[src/rtl/cv32e40p_ft_pkg.sv]
// Shared types for the fault-tolerant replica dispatcher: redundancy modes and
// the commit state machine encoding.
package cv32e40p_ft_pkg;

    localparam logic [1:0] FT_MODE_TMR     = 2'b00;
    localparam logic [1:0] FT_MODE_DMR     = 2'b01;
    localparam logic [1:0] FT_MODE_SIMPLEX = 2'b10;
    localparam logic [1:0] FT_MODE_FAILED  = 2'b11;

    typedef enum logic [1:0] {
        MODE_TMR     = FT_MODE_TMR,
        MODE_DMR     = FT_MODE_DMR,
        MODE_SIMPLEX = FT_MODE_SIMPLEX,
        MODE_FAILED  = FT_MODE_FAILED
    } ft_mode_e;

    typedef enum logic {
        ST_STABLE,
        ST_PENDING
    } ft_disp_state_e;

endpackage

[src/rtl/cv32e40p_ft_fault_counter.sv]
// Per-replica leaky error counter with a sticky faulty flag; the counter freezes
// once the replica has been declared faulty.
module cv32e40p_ft_fault_counter
    import cv32e40p_ft_pkg::*;
#(
    parameter int CNT_W        = 4,
    parameter int FAULT_THRESH = 8
) (
    input  logic clk,
    input  logic rst,
    input  logic clear_i,
    input  logic inc_i,
    input  logic dec_i,
    output logic faulty_o
);

    localparam logic [CNT_W-1:0] CNT_MAX = '1;
    localparam logic [CNT_W-1:0] THRESH  = CNT_W'(FAULT_THRESH);

    logic [CNT_W-1:0] r_cnt;
    logic             r_faulty;
    logic [CNT_W-1:0] w_cnt_inc;

    assign w_cnt_inc = r_cnt + 1'b1;

    // NOTE: sequential state uses non-blocking assignments so every register
    // samples pre-edge values, independent of block evaluation order.
    always_ff @(posedge clk or posedge rst) begin
        if (rst) begin
            r_cnt    <= '0;
            r_faulty <= 1'b0;
        end else if (clear_i) begin
            r_cnt    <= '0;
            r_faulty <= 1'b0;
        end else if (!r_faulty) begin
            if (inc_i) begin
                if (r_cnt != CNT_MAX) r_cnt <= w_cnt_inc;
                if (r_cnt != CNT_MAX && w_cnt_inc == THRESH) r_faulty <= 1'b1;
            end else if (dec_i && r_cnt != '0) begin
                r_cnt <= r_cnt - 1'b1;
            end
        end
    end

    assign faulty_o = r_faulty;

endmodule

[src/rtl/cv32e40p_replica_dispatcher_ft.sv]
// Replica health tracker and voter-slot selector for one functional-unit class;
// degrades TMR -> DMR -> SIMPLEX -> FAILED and commits only while EX is idle.
module cv32e40p_replica_dispatcher_ft
    import cv32e40p_ft_pkg::*;
#(
    parameter  int NUM_UNITS    = 4,
    parameter  int CNT_W        = 4,
    parameter  int FAULT_THRESH = 8,
    parameter  int DECAY_PERIOD = 256,
    localparam int IDX_W        = $clog2(NUM_UNITS)
) (
    input  logic                   clk,
    input  logic                   rst,
    input  logic                   clear_faults_i,
    input  logic                   op_valid_i,
    input  logic [NUM_UNITS-1:0]   unit_mismatch_i,
    input  logic                   pipe_idle_i,
    output logic [NUM_UNITS-1:0]   clock_gate_o,
    output logic [3*IDX_W-1:0]     sel_idx_o,
    output logic [1:0]             mode_o,
    output logic [NUM_UNITS-1:0]   permanent_faulty_o,
    output logic                   fault_event_o,
    output logic                   reconfig_pending_o,
    output logic                   totally_defective_o
);

    localparam int PER_W = $clog2(DECAY_PERIOD);
    localparam int HC_W  = IDX_W + 1;
    localparam logic [3*IDX_W-1:0]   SEL_RST  = {IDX_W'(2), IDX_W'(1), IDX_W'(0)};
    localparam logic [NUM_UNITS-1:0] GATE_RST = NUM_UNITS'(3'b111);

    logic [NUM_UNITS-1:0] w_faulty, w_inc, w_dec, w_tgt_gate;
    logic                 w_op, w_wrap, w_differs;
    logic [HC_W-1:0]      w_healthy;
    logic [IDX_W-1:0]     w_s0, w_s1, w_s2;
    ft_mode_e             w_tgt_mode;
    logic [3*IDX_W-1:0]   w_tgt_sel;

    logic [PER_W-1:0]     r_period;
    logic [NUM_UNITS-1:0] r_faulty_q, r_gate;
    logic [3*IDX_W-1:0]   r_sel;
    ft_mode_e             r_mode;
    ft_disp_state_e       r_state;
    logic                 r_pending;

    assign w_op   = op_valid_i && (r_mode != MODE_FAILED);
    assign w_wrap = w_op && (r_period == PER_W'(DECAY_PERIOD - 1));
    assign w_inc  = {NUM_UNITS{w_op}} & unit_mismatch_i & r_gate & ~w_faulty;
    assign w_dec  = {NUM_UNITS{w_wrap}} & ~w_inc;

    generate
        for (genvar k = 0; k < NUM_UNITS; k++) begin : g_unit
            cv32e40p_ft_fault_counter #(
                .CNT_W        (CNT_W),
                .FAULT_THRESH (FAULT_THRESH)
            ) u_cnt (
                .clk      (clk),
                .rst      (rst),
                .clear_i  (clear_faults_i),
                .inc_i    (w_inc[k]),
                .dec_i    (w_dec[k]),
                .faulty_o (w_faulty[k])
            );
        end
    endgenerate

    always_ff @(posedge clk or posedge rst) begin
        if (rst) begin
            r_period   <= '0;
            r_faulty_q <= '0;
        end else begin
            r_faulty_q <= w_faulty;
            if (clear_faults_i || w_wrap) r_period <= '0;
            else if (w_op)                r_period <= r_period + 1'b1;
        end
    end

    // NOTE: every combinational output gets a default before the loop so no
    // path leaves a value unassigned and no latch is inferred.
    always_comb begin
        w_healthy  = '0;
        w_s0       = '0;
        w_s1       = '0;
        w_s2       = '0;
        w_tgt_gate = '0;
        w_tgt_mode = MODE_FAILED;
        w_tgt_sel  = '0;
        for (int k = 0; k < NUM_UNITS; k++) begin
            if (!w_faulty[k]) begin
                if (w_healthy == HC_W'(0))      w_s0 = IDX_W'(k);
                else if (w_healthy == HC_W'(1)) w_s1 = IDX_W'(k);
                else if (w_healthy == HC_W'(2)) w_s2 = IDX_W'(k);
                if (w_healthy < HC_W'(3)) w_tgt_gate[k] = 1'b1;
                w_healthy = w_healthy + 1'b1;
            end
        end
        if (w_healthy >= HC_W'(3)) begin
            w_tgt_mode = MODE_TMR;
            w_tgt_sel  = {w_s2, w_s1, w_s0};
        end else if (w_healthy == HC_W'(2)) begin
            w_tgt_mode = MODE_DMR;
            w_tgt_sel  = {w_s1, w_s1, w_s0};
        end else if (w_healthy == HC_W'(1)) begin
            w_tgt_mode = MODE_SIMPLEX;
            w_tgt_sel  = {w_s0, w_s0, w_s0};
        end
    end

    assign w_differs = (w_tgt_mode != r_mode) || (w_tgt_sel != r_sel) || (w_tgt_gate != r_gate);

    // Whatever target is present when the pipe drains is the one committed.
    always_ff @(posedge clk or posedge rst) begin
        if (rst) begin
            r_state   <= ST_STABLE;
            r_pending <= 1'b0;
            r_mode    <= MODE_TMR;
            r_sel     <= SEL_RST;
            r_gate    <= GATE_RST;
        end else begin
            case (r_state)
                ST_STABLE: begin
                    if (w_differs) begin
                        r_state   <= ST_PENDING;
                        r_pending <= 1'b1;
                    end
                end
                ST_PENDING: begin
                    if (!w_differs) begin
                        r_state   <= ST_STABLE;
                        r_pending <= 1'b0;
                    end else if (pipe_idle_i) begin
                        r_state   <= ST_STABLE;
                        r_pending <= 1'b0;
                        r_mode    <= w_tgt_mode;
                        r_sel     <= w_tgt_sel;
                        r_gate    <= w_tgt_gate;
                    end
                end
                default: begin
                    r_state   <= ST_STABLE;
                    r_pending <= 1'b0;
                end
            endcase
        end
    end

    assign clock_gate_o        = r_gate;
    assign sel_idx_o           = r_sel;
    assign mode_o              = r_mode;
    assign permanent_faulty_o  = w_faulty;
    assign fault_event_o       = |(w_faulty & ~r_faulty_q);
    assign reconfig_pending_o  = r_pending;
    assign totally_defective_o = (r_mode == MODE_FAILED);

endmodule
[config.mk]
export PLATFORM = sky130hd
export DESIGN_NAME = cv32e40p_replica_dispatcher_ft
export DESIGN_NICKNAME = d
export VERILOG_FILES = /design/src/rtl/cv32e40p_ft_pkg.sv /design/src/rtl/cv32e40p_ft_fault_counter.sv /design/src/rtl/cv32e40p_replica_dispatcher_ft.sv
export SDC_FILE = /design/constraint.sdc
export NUM_CORES = 1
export LEC_CHECK = 0
export BUFFER_PORTS_ARGS = -buffer_cell sky130_fd_sc_hd__buf_2
export CAP_MARGIN = 25
export CORE_MARGIN = 3
export CORE_UTILIZATION = 45
export DETAILED_ROUTE_END_ITERATION = 8
export GPL_TIMING_DRIVEN = 0
export PLACE_DENSITY = 0.68
export SETUP_SLACK_MARGIN = 0.1
export SYNTH_ARGS = -nofsm -noshare
export SYNTH_HDL_FRONTEND = slang
export SYNTH_SLANG_ARGS = --single-unit
[constraint.sdc]
create_clock -name clk -period 3.9 [get_ports clk]
set_clock_uncertainty 0.1 [all_clocks]
set_input_delay 0.585 -clock clk [delete_from_list [all_inputs] [get_ports clk]]
set_output_delay 0.585 -clock clk [all_outputs]
set_load 0.03 [all_outputs]
==> results.md <==
- Count of pins over their slew limit: 0
- Total via count after detailed routing: slightly below 3000
- Shortest period the worst path allows: 3.66 ns
- Worst-path fanout max: 10
- Routability congestion estimate from global placement: 0.909
- Net count after synthesis: between 400 and 500
- CTS H-tree lvls: 2
- Worst VDD drop: between 0.2 and 0.25 mV
- Sequential area share after synthesis: between 30 and 40%
- Leakage dissipation: ~1.7 nW
- MaxCap Viol Count: 0
- Status: finished clean
- Number of distinct standard cells referenced by the synthesized netlist: 62
- Hold Buf Count CTS: 0
- First-pass GRT wire length: ~13000 um
- Count of flip-flops with a built-in enable after synthesis: 0
- RSZ-0062 raised after global routing: false
- Core Rows: 30
- Core box area: ~0.0070 mm^2
- Worst setup slack for register-to-register paths: 0.24 ns
- Count of unresolved DRC violations after routing: 0
- Final WL: 7820 um
- Synthesized flop and latch total: between 40 and 50
- Post-synthesis instance area: about 0.0033 mm^2
- R2R depth: 10
- Clock tree from TritonCTS: yes
- Fillers: between 600 and 700
- Final-report setup violation count: 0
- Endpoint class of the critical path: register
- Post-Syn Instances: 379
- Layout cells sized above 1: between 20% and 30%
- Root buffer cell: sky130_fd_sc_hd__clkbuf_8
- Number of top-level design ports: 28
- Final number of hold-violating endpoints: 0
- Yosys warning count: 0
- Source of the worst register-to-register timing path: g_unit[1].u_cnt.faulty_o
- Min Hold Slack: about 0.14 ns
- Arrival time at the worst endpoint: between 3 and 4 ns
- Required time reported for the critical path endpoint: 3.99 ns
- Post-DR wirelength/cell: between 15 and 20 um
- Net count, final: between 400 and 500
- Number of buffers on the longest clock path: 2
- Final period util: between 90 and 100%
- Pwr Density: ~380 mW/mm^2
- Vias per Instance: around 5.7
- Type of the most critical hold path: input port to asynchronous set/reset pin
- Iteration-0 DRC Markers: roughly 140
- Die Y-Extent: ~92 um
- Antenna violations before repair: 0
- Post-placement setup slack: -0.180 ns
- Reg-to-reg endpoint: mode_o[0]
- Clock-pin slew of the registers on the worst-case setup and hold paths: about 0.090 ns
- Overflow after GRT: 0
- Post-DP HPWL: ~5600 um
- Number of input and output port buffers inserted: 27
- Chip width: just over 90 um
- Category of the most critical setup path: register to register
- Sink Count: 46
- Transition time at the pin with the least slew margin: ~0.79 ns
- Worst path setup slack after routing: around 0.24 ns
- Pin count of the biggest net entering global routing: 33
- Number of diodes added for antenna fixing: 0
- Total Die Area: 0.00851 mm^2
- Number of iterations in the first detailed-routing pass: 5
- Share of flip-flops with an asynchronous set or reset after synthesis: 100%
- Crit path launch type: register
- Count of nets left with antenna violations after detail routing: 0
- Syn_area_per_cell: ~9 um^2
- Worst relative slew slack: about 47%
- Clock latency at the later pin of the worst-skew pair: roughly 0.3 ns
- Via count of the first global-routing pass: 2832
- Overall Global Routing Usage: a little under a fifth
- Effective utilization at floorplan: about 48%
- Layout overhead on the synthesized area: 13.3%
- Upper clock frequency limit: around 0.27 GHz
- Total CTS buffers: 5
- Final cell utilization of the core: 54.1%
- Primary FF master, synth: sky130_fd_sc_hd__dfrtp_1
layout make-up:
cell class	instances	area [um^2]	area share [%]
Buffer	21	115	3.03
Clock buffer	7	76.3	2.01
Clock inverter	1	30.0	0.791
Inverter	19	75.1	1.98
Sequential cell	46	1160	30.6
Timing Repair Buffer	32	185	4.88
Multi-Input combinational cell	292	2030	53.5
Tap cell	96	120	3.17
metal layers:
layer  up-vias  GRT usage [%]  part of all wire (%)
met4         0           4.46                   1.0
met3         8           3.36                   5.6
met1      1384           25.9                    47
met2        84           31.9                    46
met5         -              0                     0
li1       1431              -                     -
timing repair:
action / 4_1_cts / 5_1_grt
pin swaps: 1 / 1
hold endpoints to repair: 0 / 0
gates resized for setup: 8 / 9
setup endpoints to repair: 11 / 11
setup buffers: 3 / 1
state kept, by name (all words and copies together) (netlist names):
signal	flops
r_state	1
reconfig_pending_o	1
r_faulty_q	4
g_unit.u_cnt.faulty_o	4
clock_gate_o	4
mode_o	2
sel_idx_o	6
g_unit.u_cnt.r_cnt	16
r_period	8
cell usage in the layout, fill, tap and decap left out, drive strengths merged, types with 7 or more instances in the layout:
cell type  netlist  final
a21oi           29     29
buf              9     41
clkbuf          13     19
dfrtp           41     41
ha              18     18
inv             18     17
mux2            11     11
mux2i           10     10
nand2           26     26
nand3           14     14
nand4            7      7
nor2            31     31
nor2b            9      9
nor3            13     13
o21ai           17     17
or3              8      8
xnor2           12     12
xor2            11     11
metrics by stage:
stage	total power (W)	instance area, um^2	setup TNS [ns]	instances
4_1_cts	0.00145	3770	0	514
3_5_place_dp	0.00108	3620	-1.13	503
3_3_place_gp	0.00106	3600	-0.892	502
5_1_grt	0.00153	3790	0	514
2_1_floorplan	0.000970	3350	0	379
6_report	0.00144	3790	0	514
cell usage after synthesis (all sizes together), types with 3 or more instances:
cell type | n | area, um^2
nor2b | 9 | 63.8
nand3 | 14 | 70.1
dfstp | 5 | 131
o22ai | 5 | 31.3
buf | 9 | 66.3
or3 | 8 | 55.1
nor3 | 13 | 65.1
or3b | 3 | 26.3
nand2 | 26 | 97.6
clkbuf | 13 | 48.8
nor3b | 3 | 22.5
and2 | 3 | 18.8
nor2 | 31 | 116
ha | 18 | 225
nor4 | 6 | 37.5
xor2 | 11 | 96.3
xnor2 | 12 | 105
a211oi | 5 | 37.5
and4 | 3 | 26.3
mux2 | 11 | 150
dfrtp | 41 | 1030
o21ai | 17 | 85.1
nand2b | 4 | 25.0
a21oi | 29 | 145
nand4 | 7 | 43.8
and3 | 5 | 31.3
or2 | 4 | 25.0
mux2i | 10 | 100
a21o | 4 | 30.0
inv | 18 | 67.6
critical path, stage by stage (launching register included):
cell                      delay [ns]
sky130_fd_sc_hd__dfrtp_2        0.49
sky130_fd_sc_hd__inv_2          0.17
sky130_fd_sc_hd__fa_2           0.53
sky130_fd_sc_hd__or3_4          0.43
sky130_fd_sc_hd__or4b_1         0.49
sky130_fd_sc_hd__a32oi_2        0.28
sky130_fd_sc_hd__o21a_1         0.18
sky130_fd_sc_hd__a21oi_2        0.05
sky130_fd_sc_hd__o31a_1         0.35
sky130_fd_sc_hd__buf_6          0.18
sky130_fd_sc_hd__mux2_4         0.29
kinds of logic after synthesis:
group           synth area share [%]
flops                           34.6
simple gates                    23.4
buf+inv                         5.57
mux                             7.47
fa+ha+maj                       7.32
compound gates                  15.7
xor+xnor                        6.02
report_power, final:
group	leakage [nW]	switching [W]	internal (W)
logic	1.05	0.000264	0.000197
registers	0.607	0.0000765	0.000543
clock network	0.0524	0.000165	0.000192
total	1.71	0.000506	0.000932
how the worst max path moves through the flow:
stage | start | cells after the start | endpoint
2_1_floorplan | g_unit[0].u_cnt.faulty_o | 10 | mode_o[0]
3_3_place_gp | g_unit[0].u_cnt.faulty_o | 12 | sel_idx_o[4]
3_5_place_dp | g_unit[0].u_cnt.faulty_o | 12 | sel_idx_o[4]
4_1_cts | g_unit[1].u_cnt.faulty_o | 10 | mode_o[0]
5_1_grt | g_unit[0].u_cnt.faulty_o | 12 | sel_idx_o[4]
6_report | g_unit[1].u_cnt.faulty_o | 10 | mode_o[0]
(Power assumes the default switching activity.)
